===== config.mk =====
export PLATFORM = sky130hd
export DESIGN_NAME = deserializer_align
export DESIGN_NICKNAME = d
export VERILOG_FILES = /design/src/rtl/deserializer_align.sv
export SDC_FILE = /design/constraint.sdc
export NUM_CORES = 1
export LEC_CHECK = 0
export BUFFER_PORTS_ARGS = -buffer_cell sky130_fd_sc_hd__buf_2
export CAP_MARGIN = 30
export CORE_AREA = 8 8 76 78
export DETAILED_ROUTE_END_ITERATION = 10
export DIE_AREA = 0 0 84 86
export HOLD_SLACK_MARGIN = 0.12
export PLACE_DENSITY = 0.64
export SYNTH_ARGS = -nofsm -noshare
export SYNTH_HDL_FRONTEND = slang
export SYNTH_SLANG_ARGS = --single-unit
export TNS_END_PERCENT = 50

===== constraint.sdc =====
create_clock -name clk -period 2.4 [get_ports clk]
set_input_delay 0.48 -clock clk [delete_from_list [all_inputs] [get_ports clk]]
set_output_delay 0.48 -clock clk [all_outputs]
set_load 0.02 [all_outputs]

===== src/rtl/deserializer_align.sv =====
// deserializer_align: serial-to-10b receive stage with K28.5 comma alignment.
// Shifts in one line bit per clk, hunts for the comma to find word boundaries,
// emits aligned symbols with a one-cycle strobe and tracks link lock.
module deserializer_align #(
  parameter int LOCK_COMMAS = 3,
  parameter int ERR_LIMIT   = 4
) (
  input  logic       clk,
  input  logic       reset,
  input  logic       in_data,
  output logic [9:0] out_10b,
  output logic       out_valid,
  output logic       comma_det,
  output logic       locked
);

  localparam int CW = $clog2(LOCK_COMMAS + 1);
  localparam int EW = $clog2(ERR_LIMIT + 1);
  localparam logic [CW-1:0] COMMA_MAX = CW'(LOCK_COMMAS);
  localparam logic [EW-1:0] ERR_MAX   = EW'(ERR_LIMIT);
  localparam logic [9:0] K28_5_RDN = 10'b0011111010;
  localparam logic [9:0] K28_5_RDP = 10'b1100000101;

  typedef enum logic [1:0] {HUNT, SYNC, LOCKED} state_t;

  state_t          state_q, state_d;
  // The oldest history bit drops out of every window, so nine bits suffice.
  logic [8:0]      sr_q, sr_d;
  logic [3:0]      bit_cnt_q, bit_cnt_d;
  logic [CW-1:0]   comma_cnt_q, comma_cnt_d;
  logic [EW-1:0]   err_cnt_q, err_cnt_d;
  logic [9:0]      out_10b_q, out_10b_d;
  logic            out_valid_q, out_valid_d;
  logic            comma_det_q, comma_det_d;
  logic            locked_q, locked_d;

  logic [9:0]      win;
  logic            comma;
  logic            boundary;
  logic [CW-1:0]   comma_inc;
  logic [EW-1:0]   err_inc;

  assign win      = {sr_q, in_data};
  assign comma    = (win == K28_5_RDN) || (win == K28_5_RDP);
  assign boundary = (bit_cnt_q == 4'd9);

  // Next-state, phase tracking and symbol emit decisions for the alignment FSM.
  always_comb begin
    sr_d        = win[8:0];
    comma_det_d = comma;
    out_10b_d   = out_10b_q;
    out_valid_d = 1'b0;
    bit_cnt_d   = boundary ? 4'd0 : bit_cnt_q + 4'd1;
    state_d     = state_q;
    comma_cnt_d = comma_cnt_q;
    err_cnt_d   = err_cnt_q;
    comma_inc   = (comma_cnt_q == COMMA_MAX) ? COMMA_MAX : comma_cnt_q + CW'(1);
    err_inc     = (err_cnt_q == ERR_MAX) ? ERR_MAX : err_cnt_q + EW'(1);

    case (state_q)
      HUNT: begin
        if (comma) begin
          bit_cnt_d   = 4'd0;
          out_10b_d   = win;
          out_valid_d = 1'b1;
          comma_cnt_d = CW'(1);
          if (LOCK_COMMAS == 1) begin
            state_d   = LOCKED;
            err_cnt_d = '0;
          end else begin
            state_d = SYNC;
          end
        end
      end
      SYNC: begin
        if (boundary) begin
          out_10b_d   = win;
          out_valid_d = 1'b1;
          if (comma) begin
            comma_cnt_d = comma_inc;
            if (comma_inc == COMMA_MAX) begin
              state_d   = LOCKED;
              err_cnt_d = '0;
            end
          end
        end else if (comma) begin
          // A comma on a new phase restarts acquisition at that phase.
          bit_cnt_d   = 4'd0;
          out_10b_d   = win;
          out_valid_d = 1'b1;
          comma_cnt_d = CW'(1);
          if (LOCK_COMMAS == 1) begin
            state_d   = LOCKED;
            err_cnt_d = '0;
          end
        end
      end
      LOCKED: begin
        if (boundary) begin
          out_10b_d   = win;
          out_valid_d = 1'b1;
          if (comma) begin
            err_cnt_d = '0;
          end
        end else if (comma) begin
          // Misplaced commas are counted but never move the phase while locked.
          err_cnt_d = err_inc;
          if (err_inc == ERR_MAX) begin
            state_d     = HUNT;
            comma_cnt_d = '0;
          end
        end
      end
      default: begin
        state_d = HUNT;
      end
    endcase

    locked_d = (state_d == LOCKED);
  end

  // State and datapath registers with synchronous reset taking priority.
  always_ff @(posedge clk) begin
    if (reset) begin
      state_q     <= HUNT;
      sr_q        <= '0;
      bit_cnt_q   <= '0;
      comma_cnt_q <= '0;
      err_cnt_q   <= '0;
      out_10b_q   <= '0;
      out_valid_q <= 1'b0;
      comma_det_q <= 1'b0;
      locked_q    <= 1'b0;
    end else begin
      state_q     <= state_d;
      sr_q        <= sr_d;
      bit_cnt_q   <= bit_cnt_d;
      comma_cnt_q <= comma_cnt_d;
      err_cnt_q   <= err_cnt_d;
      out_10b_q   <= out_10b_d;
      out_valid_q <= out_valid_d;
      comma_det_q <= comma_det_d;
      locked_q    <= locked_d;
    end
  end

  assign out_10b   = out_10b_q;
  assign out_valid = out_valid_q;
  assign comma_det = comma_det_q;
  assign locked    = locked_q;

endmodule


==> impl_metrics.tcl, run 1 <==
set metrics [dict create \
    syn-num-nets 211 \
    synth_xor_area_share_pct 1.55 \
    preCtsSetupSlack_ps 120 \
    yosys-top-cells-area "dfxtp_1 (39%), ha_1 (6.6%), a21oi_1 (5.3%), nor2_1 (4.9%), a211oi_1 (4.4%)" \
    h-tree-depth 2 \
    post-route-min-period_ps 2110 \
    viasPerCell 5.34 \
    cp-start-kind "register" \
    grt_pass1_wl_um 6430 \
    fin_tns_setup_ps 0 \
    netlist_area_sq_um 1690 \
    ys.flop_type "dfxtp_1" \
    ys_types 45 \
    ir_drop_mv 0.346 \
    setup-violations-final 0 \
    rows 25 \
    area_growth_pct 14.5 \
    synth_top_family_by_area "compound AO/OA/AOI/OAI gates" \
    cts_tree "done" \
    drive_above_1_share_pct 15.4 \
    layout_setup_ws_ps 294 \
    cp_top_family "simple AND/OR/NAND/NOR gates" \
    synth.top_cell.area_share_pct 39.0 \
    hold_viol_final 0 \
    routed-wl-met2_um 1770 \
    initial_core_util_pct 36.8 \
    grt_pass1_vias 1434 \
    cts_root_buf "clkbuf_8" \
    ios 16 \
    tightest_slew_ps 484 \
    synthMuxAreaShare_pct 0 \
    critPathRequiredTime_ps 2600 \
    ys_seq_elements 33 \
    gr-usage-all-layers_pct 10.6 \
    fmax_mhz 475 \
    power_density_nw_per_um2 505 \
    syn_inst 199 \
    wl_per_cell_um 13.4 \
    place_hpwl_um 2730 \
    grt_max_degree 29 \
    skew_ps 5.84 \
    cp.arrival_ps 2300 \
    synth_most_common_cell "dfxtp_1" \
    post_cts_buffers 0 \
    antennaDiodeCount 0 \
    drtAntennaViolNets 0 \
    drc_errors 0 \
    drtIter0Drc 88 \
    outcome "complete, no violations" \
    gp_congestion 0.858 \
    period_share_pct 87.8 \
    hold_class "register to register" \
    slew_viol_final 0 \
    synthArstFlopShare_pct 0 \
    antenna_found_initial 0 \
    synthSimpleGateAreaFrac_pct 20.0 \
    clk_latency_ps 280 \
    critPathKind "register to register" \
    path_clk_slew_ps 60 \
    crit_chain "or4b_4, or4_1, buf_4, a21oi_2, a21oi_1, a211oi_1" \
    postSynthAreaPerCell_sq_um 8.51 \
    synth_top_cells_by_count "dfxtp_1 (33), nor2_1 (22), a21oi_1 (18), inv_1 (14), nand2_1 (12)" \
    via_count 1468 \
    dieArea_sq_um 7220 \
    cts_made_buffers 5 \
    maxCapViolCount 0 \
    cp_max_fo 4 \
    p_leak_nw 0.730 \
    ys_seq_area_share_pct 39.0 \
    ctsResizeCount 0 \
    numPortBuffers 15 \
    cp-end-kind "register" \
    design_area_sq_um 1940 \
    overflow 0 \
    place_area_sq_um 1860 \
    top_layer "met4" \
    total_power_uw 980 \
    synth-adder-area-share_pct 6.65 \
    met3_length_um 118 \
    wl_met1_um 1750 \
    fp.dieH_um 86 \
    critPathBufInv 1 \
    slowest_stage "or4b_4" \
    synth-edff-count 0 \
    cpPeakStageDelay_ps 560 \
    drt-pass1-iter-count 4 \
    die_x_um 84 \
    final_util_pct 42.2 \
    cts_sinks 33 \
    routed_wl_um 3680 \
    relSlewSlack_pct 67.7 \
    layout.nets 232 \
    core-area_sq_um 4600 \
    synth_area_leader_cell "dfxtp_1" \
    synth-compound-area-share_pct 26.7 \
    rsz0062_at_grt "false" \
    clock_path_buffers 2 \
    yosys_warnings 0 \
    postCtsHoldBufs 0 \
]
==> state kept, by name (all words and copies together) (netlist names) <==
name         cells
out_10b         10
sr_q             9
bit_cnt_q        4
err_cnt_q        3
comma_cnt_q      2
state_q          2
comma_det        1
locked           1
out_valid        1
==> metrics by stage <==
step                      std cells  hold slack, ps
after floorplan                 199             434
after global placement          267             444
after detailed placement        267             452
after CTS                       275             462
after global routing            275             472
final                           275             462
==> layer usage <==
metal / GRT usage (%) / vias up
li1: - / 758
met1: 11.8 / 680
met2: 18.7 / 25
met3: 2.94 / 5
met4: 4.40 / 0
met5: 0 / -
==> worst paths after layout <==
kind | from | end | slack, ps | cells past startpoint
hold / removal | bit_cnt_q[0]$_SDFF_PP0_ | bit_cnt_q[0]$_SDFF_PP0_ | 460 | 1
setup / recovery | sr_q[0]$_SDFF_PP0_ | err_cnt_q[2]$_SDFFE_PP0P_ | 290 | 6
setup reg to reg | sr_q[0]$_SDFF_PP0_ | err_cnt_q[2]$_SDFFE_PP0P_ | 290 | 6
hold reg to reg | bit_cnt_q[0]$_SDFF_PP0_ | bit_cnt_q[0]$_SDFF_PP0_ | 460 | 1
==> final cells by class <==
type | count | area [sq um]
inverters | 14 | 52.6
repair buffers | 25 | 150
clock buffers | 8 | 80.1
fillers | 480 | 2660
multi-input cells | 141 | 930
well taps | 54 | 67.6
flip-flops and latches | 33 | 661
==> cell usage in the layout (no fill, tap or decap), types with 3 or more instances in the layout <==
| cell type | synthesis | routed |
|---|---|---|
| nor2b_1 | 3 | 3 |
| clkbuf_1 | 7 | 3 |
| buf_4 | 0 | 10 |
| a31o_1 | 3 | 3 |
| nand2_1 | 12 | 12 |
| a22oi_1 | 3 | 3 |
| o211ai_1 | 10 | 10 |
| o21ai_0 | 6 | 6 |
| o21a_1 | 3 | 3 |
| inv_1 | 14 | 14 |
| nor2_1 | 22 | 22 |
| dfxtp_1 | 33 | 33 |
| ha_1 | 9 | 9 |
| a211oi_1 | 10 | 10 |
| clkbuf_8 | 0 | 5 |
| nand2b_1 | 3 | 3 |
| buf_2 | 2 | 15 |
| nand4_1 | 3 | 3 |
| a21oi_1 | 18 | 18 |
| o21ai_1 | 4 | 4 |
==> worst reg2reg max path, stage by stage (launching register included) <==
cell,delay [ps]
dfxtp_1,330
or4b_4,560
or4_1,480
buf_4,180
a21oi_2,190
a21oi_1,90
a211oi_1,190
==> power by group <==
part	switching [mW]	total, mW	internal [mW]
combinational	0.0168	0.0290	0.0122
clock	0.184	0.390	0.206
sequential	0.00686	0.562	0.555
==> cell families (layout without fill, tap and decap cells) <==
group,after synthesis,after routing
AOI/OAI and AO/OA,68,68
and+or+nand+nor,61,61
DFF,33,33
buffers and inverters,25,47
adders and majority gates,9,9
xor gates and xnor gates,3,3
No activity file was read; power rests on OpenSTA's default activity.
==> run 2: changes to the inputs <==
Settings changed: SKIP_CTS_REPAIR_TIMING from default to 1.
Clock period 2.4 ns to 2.7 ns, I/O delays scaled along.
==> impl_metrics.tcl, run 2 (synthesized netlist as in run 1, its figures left out) <==
set metrics [dict create \
    tightest_slew_ps 653 \
    cp_max_fo 11 \
    grt_max_degree 29 \
    dieArea_sq_um 7220 \
    via_count 1451 \
    rr_endpoint "out_10b[7]$_SDFFE_PP0P_" \
    critPathRequiredTime_ps 2840 \
    ir_drop_mv 0.250 \
    cp-start-kind "register" \
    fmax_mhz 440 \
    layout.nets 225 \
    drc_errors 0 \
    ios 16 \
    outcome "complete, no violations" \
    routed_wl_um 3730 \
    cts_root_buf "clkbuf_8" \
    layout_common_cells "dfxtp_1 (33), nor2_1 (22), a21oi_1 (18)" \
    reg2regPathDepth 7 \
    rsz0062_at_grt "false" \
    setup-violations-final 0 \
    hold_class "register to register" \
    die_x_um 84 \
    grt_pass1_wl_um 6530 \
    place_hpwl_um 2610 \
    rows 25 \
    core-area_sq_um 4600 \
    p_leak_nw 0.701 \
    layoutNonFillerInstCount 267 \
    fp.dieH_um 86 \
    cts_tree "done" \
    layout_commonest_cell "dfxtp_1" \
    largest_register_ffs 10 \
    post-place-cells 260 \
    multi_input_area_sq_um 930 \
    cp.arrival_ps 2420 \
    drive_above_1_share_pct 13.1 \
    cts_sinks 33 \
    path_clk_slew_ps 60 \
    hold_start "bit_cnt_q[0]$_SDFF_PP0_" \
    maxCapViolCount 0 \
    cts_made_buffers 5 \
    skew_ps 3.62 \
    numPortBuffers 15 \
    wl_per_cell_um 14.0 \
    slew_viol_final 0 \
    period_share_pct 84.2 \
    initial_core_util_pct 36.8 \
    post-route-min-period_ps 2270 \
    overflow 0 \
    fillers 465 \
    power_density_nw_per_um2 470 \
    gr-usage-all-layers_pct 10.8 \
    worstHoldEndpoint "bit_cnt_q[0]$_SDFF_PP0_" \
    hold_viol_final 0 \
    area_growth_pct 11.8 \
    h-tree-depth 2 \
    critPathKind "register to register" \
    clk_latency_ps 280 \
    whs_path_depth 1 \
    seq_area_sq_um 661 \
    gp_congestion 0.812 \
    antennaDiodeCount 0 \
    cp-end-kind "register" \
    drtIter0Drc 120 \
    drtAntennaViolNets 0 \
    fin_tns_setup_ps 0 \
    antenna_found_initial 0 \
    clock_path_buffers 2 \
    grt_pass1_vias 1417 \
    reg2reg_slack_ps 430 \
    worstReg2RegStart "state_q[1]$_SDFF_PP0_" \
    drt-pass1-iter-count 4 \
    relSlewSlack_pct 56.2 \
    viasPerCell 5.43 \
]
-- run 2: changes by cell type in the layout (fill, tap and decap cells not counted), sizes merged --
cell | previous run | this run
buf | 25 | 18
clkbuf | 8 | 7
-- run 2: worst max-delay path by stage --
stage | startpoint | endpoint | slack, ps | depth (start not counted)
2_1_floorplan | in_data | locked$_SDFF_PP0_ | 580 | 6
6_report | state_q[1]$_SDFF_PP0_ | out_10b[7]$_SDFFE_PP0P_ | 430 | 7
4_1_cts | state_q[1]$_SDFF_PP0_ | out_10b[7]$_SDFFE_PP0P_ | 440 | 7
3_3_place_gp | in_data | out_10b[7]$_SDFFE_PP0P_ | 310 | 7
5_1_grt | state_q[1]$_SDFF_PP0_ | out_10b[7]$_SDFFE_PP0P_ | 220 | 7
3_5_place_dp | in_data | out_10b[2]$_SDFFE_PP0P_ | 270 | 7
-- run 2: final cells by class --
class / count / area share [%]
inverters: 14 / 2.77
flip-flops and latches: 33 / 34.9
clock buffers: 7 / 4.56
well taps: 54 / 3.57
repair buffers: 18 / 5.15
multi-input cells: 141 / 49.1
-- run 2: metal layers --
| layer | global-route usage (%) | part of all wire, % |
|---|---|---|
| met5 | 0 | 0 |
| met4 | 3.77 | 1.2 |
| met3 | 3.79 | 4.2 |
| met2 | 17.5 | 46 |
| met1 | 13.0 | 48 |
-- run 2: stage by stage --
| stage | total power [mW] | hold slack (ps) | cell area, sq um | utilization (%) | setup WS (ps) |
|---|---|---|---|---|---|
| floorplan | 0.529 | 434 | 1690 | - | 579 |
| global placement | 0.535 | 450 | 1810 | 39.3 | 305 |
| detailed placement | 0.536 | 454 | 1810 | 39.3 | 273 |
| CTS | 0.906 | 468 | 1890 | 41.2 | 437 |
| global route | 0.929 | 492 | 1890 | 41.2 | 221 |
| finish | 0.890 | 465 | 1890 | 41.2 | 428 |
-- run 2: where the power goes --
part           switching (mW)  internal [mW]
clock                   0.163          0.202
combinational          0.0150        0.00978
sequential            0.00640          0.493
total                   0.185          0.705
-- run 2: worst max-delay path, cell delays in order, from the launching register on --
cell and delay, ps:
dfxtp_1 400, inv_1 80, ha_1 320, and4b_1 370, o21ai_1 560, o211ai_1 150, a21oi_1 180, a211oi_1 60
